===== src/rtl/score_pkg.sv =====
// Shared types and defaults for the score engine: FSM state encoding,
// default point values and saturation ceilings for common score widths.
package score_pkg;

   // Game-flow states: not running, running normally, double-points window open.
   typedef enum logic [1:0] {
      IDLE   = 2'd0,
      PLAY   = 2'd1,
      DOUBLE = 2'd2
   } state_t;

   // Default configuration of the scoring rules.
   localparam int DEF_SCORE_W       = 32;
   localparam int DEF_STREAK_W      = 8;
   localparam int DEF_HIT_POINTS    = 300;
   localparam int DEF_MISS_POINTS   = 100;
   localparam int DEF_BONUS_POINTS  = 150;
   localparam int DEF_COMBO_THRESH  = 5;
   localparam int DEF_DOUBLE_CYCLES = 16;

   // Ceiling values for the score widths the display path is built for.
   localparam logic [31:0] SAT_MAX_W32 = 32'hFFFF_FFFF;
   localparam logic [15:0] SAT_MAX_W16 = 16'hFFFF;
   localparam logic [11:0] SAT_MAX_W12 = 12'hFFF;

   // Largest value representable in w bits (w up to 63).
   function automatic longint unsigned sat_max(input int w);
      return (64'd1 << w) - 64'd1;
   endfunction

endpackage


===== src/rtl/score_engine_sat_addsub.sv =====
// sat_addsub: unsigned add or subtract that clamps to [0, 2^W-1] instead of
// wrapping. The operand b carries two extra bits so a large delta is seen as
// an overflow rather than silently truncated.
module sat_addsub #(
   parameter int W = 32
) (
   input  logic [W-1:0] a,
   input  logic [W+1:0] b,
   input  logic         sub,
   output logic [W-1:0] y
);

   localparam logic [W+1:0] MAX = {2'b00, {W{1'b1}}};

   logic [W+1:0] a_ext;
   logic [W+1:0] sum;

   // Widen, combine and clamp to the representable range.
   always_comb begin
      // NOTE: every variable written here gets a value first, so no path leaves it unassigned and no latch is inferred.
      a_ext = {2'b00, a};
      sum   = a_ext + b;
      y     = '0;
      if (sub) begin
         if (a_ext > b) begin
            y = W'(a_ext - b);
         end
      end else if (sum > MAX) begin
         y = {W{1'b1}};
      end else begin
         y = sum[W-1:0];
      end
   end

endmodule


===== src/rtl/score_engine.sv =====
// score_engine: accumulates a player score from a per-clock hit/miss trace,
// with streak combo bonus, one-shot bonus, timed double-points window and
// saturating arithmetic. Results appear the cycle after the accepting edge,
// flagged by a one-cycle score_valid pulse.
// Optional high-water register: define SCORE_HIGH_WATER_EN to track the
// highest score since reset on high_score; otherwise high_score is 0.
module score_engine
   import score_pkg::*;
#(
   parameter int SCORE_W       = DEF_SCORE_W,
   parameter int STREAK_W      = DEF_STREAK_W,
   parameter int HIT_POINTS    = DEF_HIT_POINTS,
   parameter int MISS_POINTS   = DEF_MISS_POINTS,
   parameter int BONUS_POINTS  = DEF_BONUS_POINTS,
   parameter int COMBO_THRESH  = DEF_COMBO_THRESH,
   parameter int DOUBLE_CYCLES = DEF_DOUBLE_CYCLES
) (
   input  logic                clock,
   input  logic                reset,
   input  logic                enable,
   input  logic                clear,
   input  logic                sample_valid,
   input  logic                in_trace,
   input  logic                power_up1,
   input  logic                power_up4,
   output logic [SCORE_W-1:0]  score,
   output logic [STREAK_W-1:0] streak,
   output logic                double_active,
   output logic                score_valid,
   output logic [SCORE_W-1:0]  high_score
);

   localparam int TIMER_W = $clog2(DOUBLE_CYCLES + 1);
   localparam int DELTA_W = SCORE_W + 2;

   state_t               state;
   state_t               state_next;
   logic [TIMER_W-1:0]   timer;
   logic [TIMER_W-1:0]   timer_next;

   logic                 accept;
   logic                 hit;
   logic                 miss;
   logic [DELTA_W-1:0]   hit_delta;
   logic [DELTA_W-1:0]   delta;
   logic [SCORE_W-1:0]   score_sat;
   logic [SCORE_W-1:0]   score_next;
   logic [STREAK_W-1:0]  streak_next;
   logic                 valid_next;

   // Next-state and window timer: clear and enable override the game flow.
   always_comb begin
      state_next = state;
      timer_next = timer;
      if (clear) begin
         state_next = enable ? PLAY : IDLE;
         timer_next = '0;
      end else if (!enable) begin
         state_next = IDLE;
         timer_next = '0;
      end else begin
         case (state)
            IDLE: state_next = PLAY;
            PLAY: begin
               if (power_up4) begin
                  state_next = DOUBLE;
                  timer_next = TIMER_W'(DOUBLE_CYCLES);
               end
            end
            DOUBLE: begin
               if (power_up4) begin
                  timer_next = TIMER_W'(DOUBLE_CYCLES);
               end else if (timer == TIMER_W'(1)) begin
                  state_next = PLAY;
                  timer_next = '0;
               end else begin
                  timer_next = timer - TIMER_W'(1);
               end
            end
            default: begin
               state_next = IDLE;
               timer_next = '0;
            end
         endcase
      end
   end

   // State register; double_active mirrors the DOUBLE state from its own flop.
   always_ff @(posedge clock or posedge reset) begin
      // NOTE: sequential state uses <= so every flop samples pre-edge values regardless of statement order.
      if (reset) begin
         state         <= IDLE;
         timer         <= '0;
         double_active <= 1'b0;
      end else begin
         state         <= state_next;
         timer         <= timer_next;
         double_active <= (state_next == DOUBLE);
      end
   end

   // Sample acceptance and point delta, judged on the current (pre-edge) state.
   always_comb begin
      accept = sample_valid && enable && !clear && ((state == PLAY) || (state == DOUBLE));
      hit    = accept && in_trace;
      miss   = accept && !in_trace;

      hit_delta = DELTA_W'(HIT_POINTS);
      if (int'(streak) >= COMBO_THRESH) begin
         hit_delta = hit_delta + DELTA_W'(HIT_POINTS >> 1);
      end
      if (power_up1) begin
         hit_delta = hit_delta + DELTA_W'(BONUS_POINTS);
      end
      if (state == DOUBLE) begin
         hit_delta = hit_delta << 1;
      end

      delta = in_trace ? hit_delta : DELTA_W'(MISS_POINTS);
   end

   sat_addsub #(
      .W (SCORE_W)
   ) u_sat (
      .a   (score),
      .b   (delta),
      .sub (!in_trace),
      .y   (score_sat)
   );

   // Select the next score/streak: clear wins, then an accepted sample, else hold.
   always_comb begin
      score_next  = score;
      streak_next = streak;
      valid_next  = clear || accept;
      if (clear) begin
         score_next  = '0;
         streak_next = '0;
      end else if (hit) begin
         score_next  = score_sat;
         streak_next = (streak == {STREAK_W{1'b1}}) ? streak : streak + STREAK_W'(1);
      end else if (miss) begin
         score_next  = score_sat;
         streak_next = '0;
      end
   end

   // Score, streak and update strobe registers.
   always_ff @(posedge clock or posedge reset) begin
      if (reset) begin
         score       <= '0;
         streak      <= '0;
         score_valid <= 1'b0;
      end else begin
         score       <= score_next;
         streak      <= streak_next;
         score_valid <= valid_next;
      end
   end

`ifdef SCORE_HIGH_WATER_EN
   // High-water mark: follows the score upward only; clear leaves it intact.
   always_ff @(posedge clock or posedge reset) begin
      if (reset) begin
         high_score <= '0;
      end else if (score_next > high_score) begin
         high_score <= score_next;
      end
   end
`else
   assign high_score = '0;
`endif

endmodule


===== config.mk =====
export PLATFORM = sky130hd
export DESIGN_NAME = score_engine
export DESIGN_NICKNAME = d
export VERILOG_FILES = /design/src/rtl/score_pkg.sv /design/src/rtl/score_engine_sat_addsub.sv /design/src/rtl/score_engine.sv
export SDC_FILE = /design/constraint.sdc
export NUM_CORES = 1
export LEC_CHECK = 0
export BUFFER_PORTS_ARGS = -buffer_cell sky130_fd_sc_hd__buf_2
export CORE_UTILIZATION = 52
export DETAILED_ROUTE_END_ITERATION = 6
export PLACE_DENSITY = 0.73
export SLEW_MARGIN = 15
export SYNTH_ARGS = -nofsm -noshare
export SYNTH_HDL_FRONTEND = slang
export SYNTH_HIERARCHICAL = 1
export SYNTH_SLANG_ARGS = --single-unit

===== constraint.sdc =====
create_clock -name clock -period 11.9 [get_ports clock]
set_input_delay 1.785 -clock clock [delete_from_list [all_inputs] [get_ports clock]]
set_output_delay 1.785 -clock clock [all_outputs]
set_load 0.01 [all_outputs]

==> flow_summary.json <==
{
  "status": "completed",
  "peakVddDrop_mv": 0.0568,
  "critPathMaxStageDelay_ns": 0.75,
  "fp.dieW_um": 116,
  "worstHoldStart": "timer[4]",
  "cts_inserted_buffers": 5,
  "antenna_found_initial": 0,
  "clockRootBuffer": "clkbuf_16",
  "vias": 6779,
  "grt_pass1_vias": 6027,
  "cts_htree_levels": 2,
  "critPathCaptureType": "flip-flop",
  "clkSinkCount": 49,
  "avgSynthCellArea_um2": 7.32,
  "synthFlopType": "dfrtp_1",
  "yosys-top-cells-area": "dfrtp_1 (18%), ha_1 (14%), a21oi_1 (5.4%)",
  "holdPathEnd": "timer[4]",
  "dpl.hpwl_um": 12600,
  "syn_inst": 916,
  "pwr-share-clk_pct": 29.3,
  "num_rows": 41,
  "hp-class": "reg2reg",
  "syn_area_mm2": 0.00670,
  "initial_core_util_pct": 53.3,
  "io_pins": 82,
  "grt_max_degree": 68,
  "drive_gt1_share_pct": 9.69,
  "finalCritPeriodShare_pct": 53.2,
  "hold_buffers": 0,
  "drc_errors": 0,
  "fin_hold_ws_ns": 0.571,
  "synth_async_sr_flop_share_pct": 100,
  "post_drt_wl_per_cell_um": 15.4,
  "cp_num_buf_inv": 3,
  "post_cts_resized": 0,
  "start_kind": "input pin",
  "p_int_uw": 315,
  "first_pass_iters": 6,
  "skew_ns": 0.00879,
  "die_h_um": 116,
  "synth_most_common_cell": "inv_1",
  "grt-ovfl-total": 0,
  "nets": 1065,
  "synth_top_area_share_pct": 18.3,
  "grt_pass1_wl_um": 29200,
  "power_leakage_uw": 0.00346,
  "clock_latency_ns": 0.31,
  "fmax_mhz": 158,
  "track_usage_pct": 27.2,
  "fin_crit_ns": 6.33,
  "clk_pin_slew_ns": 0.07,
  "critPathKind": "in2reg",
  "finalHoldViolCount": 0,
  "die_area_mm2": 0.0133,
  "core-area_mm2": 0.0126,
  "slew_headroom_pct": 21.2,
  "drtIter0Drc": 571,
  "routed_wl_um": 17700,
  "worstPathRequired_ns": 12.07,
  "yosysSeqAreaShare_pct": 18.3,
  "worst_ep_arrival_time_ns": 6.49,
  "io_buffers": 49,
  "tns_ns": 0,
  "cts_setup_buffers": 0,
  "maxCapViolations": 0,
  "swShare_pct": 38.3,
  "crit_slowest_cell": "o21a_1",
  "clock_path_buffers": 2,
  "yosysTopAreaCell": "dfrtp_1",
  "pwr-share-comb_pct": 35.6,
  "gp_congestion": 0.870,
  "syn2layout_area_growth_pct": 7.49,
  "power_frac_seq_pct": 35.1,
  "finalSetupViolCount": 0,
  "timing.rr.end": "score[19]",
  "yosysUniqueCellTypes": 85,
  "drv_slew": 0,
  "via_per_inst": 5.88,
  "power_density_mw_per_mm2": 70.9,
  "synth-edff-count": 0,
  "ant_nets": 0,
  "netlist_top_cells_count": "inv_1 (80), ha_1 (76), a21oi_1 (72)",
  "diodes": 0,
  "min_path_cells": 1,
  "cts_tree": "built",
  "reg2reg_from": "streak[0]",
  "yosysWarnings": 6,
  "tightest_slew_ns": 1.18,
  "critical_path_peak_fanout": 22,
  "rrSetupSlack_ns": 6.14,
  "worstPathCellList": "buf_2, inv_1, ha_1, or2_2, a21oi_1, inv_1, ha_1, and3_1, a221o_1, nand3_1, a31oi_1, a41o_1, a31oi_1, o21a_1, nor2_1, a221o_1, a21bo_1, nand2_1, o21ai_0",
  "cp_top_family": "compound AO/OA/AOI/OAI gates",
  "ys_ff_latch": 49,
  "p_switching_uw": 196,
  "grt_setup_unrepaired": "no",
  "r2r_cells": 23
}
[logic make-up after synthesis]
group	count (synthesis)	share of synthesized area [%]
AOI/OAI and AO/OA	330	32.8
muxes	1	0.149
buffers and inverters	163	11.3
xor gates and xnor gates	2	0.261
other	1	0.0559
and+or+nand+nor	292	22.3
DFF	49	18.3
adders and majority gates	78	14.8
[flip-flops by register name, indices dropped and copies added, names as in the netlist]
register / count
score: 32
streak: 8
timer: 5
state: 2
double_active: 1
score_valid: 1
[layer usage]
metal  vias up  global-route usage, %  share of wire [%]
met3        41                   4.03                6.3
li1       3306                      -                  -
met1      3172                   36.2                 45
met5         -                      0                  0
met2       260                   44.8                 46
met4         0                   9.26                2.4
[layout make-up]
cell class | instances | area [um2]
fillers | 1265 | 5360
multi-input cells | 785 | 5020
flip-flops and latches | 49 | 1230
inverters | 85 | 319
repair buffers | 53 | 275
well taps | 172 | 215
clock buffers | 6 | 129
clock inverters | 2 | 15.0
[worst max-delay path by stage]
stage,startpoint,endpoint,slack (ns),cells after the start
after floorplan,power_up1,score[31],6.59,18
after global placement,power_up1,score[19],5.46,19
after detailed placement,power_up1,score[19],5.37,19
after CTS,power_up1,score[19],5.68,19
after global routing,power_up1,score[31],5.23,19
final,power_up1,score[19],5.57,19
[through the flow]
step                utilization (%)  area (um2)  std cells  total power, uW  worst slack [ns]
floorplan                         -        7010        997              326              6.59
global placement               56.2        7060       1144              356              5.46
detailed placement             56.2        7060       1144              358              5.37
CTS                            57.3        7200       1152              512              5.68
global route                   57.3        7200       1152              544              5.23
finish                         57.3        7200       1152              511              5.57
[layout by cell type (no fill, tap or decap), types with 6 or more instances in the layout]
master and count:
nand2b_1 48, a21oi_1 72, ha_1 76, a311oi_1 7, a211oi_1 13, nor2b_1 6, and3_1 12, nand2_1 66
buf_2 49, nor3_1 28, dfrtp_1 49, a31oi_1 13, conb_1 82, a21boi_0 7, o21ai_0 71, or2_2 7
a221oi_1 11, o211ai_1 11, o21a_1 11, inv_1 78, inv_2 6, o21ai_1 25, nor2_1 63, a21o_1 15
o21bai_1 10, nand3_1 26, nand3b_1 6
[worst reg2reg max path: stages, from the launching register on]
cell     delay, ns
dfrtp_1       0.48
inv_1         0.07
ha_1          0.19
inv_1         0.04
o21ai_0       0.07
nand3_1       0.15
inv_1         0.06
ha_1          0.32
or2_2         0.30
a21oi_1       0.17
inv_1         0.06
ha_1          0.36
and3_1        0.21
a221o_1       0.37
nand3_1       0.12
a31oi_1       0.14
a41o_1        0.33
a31oi_1       0.26
o21a_1        0.75
nor2_1        0.47
a221o_1       0.40
a21bo_1       0.16
nand2_1       0.05
o21ai_0       0.08
[power groups by stage]
| stage | combinational, uW | sequential (uW) | clock (uW) |
|---|---|---|---|
| final | 182 | 179 | 150 |
| after global routing | 203 | 181 | 161 |
| after CTS | 176 | 179 | 156 |
| after detailed placement | 175 | 183 | 0 |
| after global placement | 174 | 183 | 0 |
| after floorplan | 142 | 184 | 0 |
No activity file was read; power rests on OpenSTA's default activity.
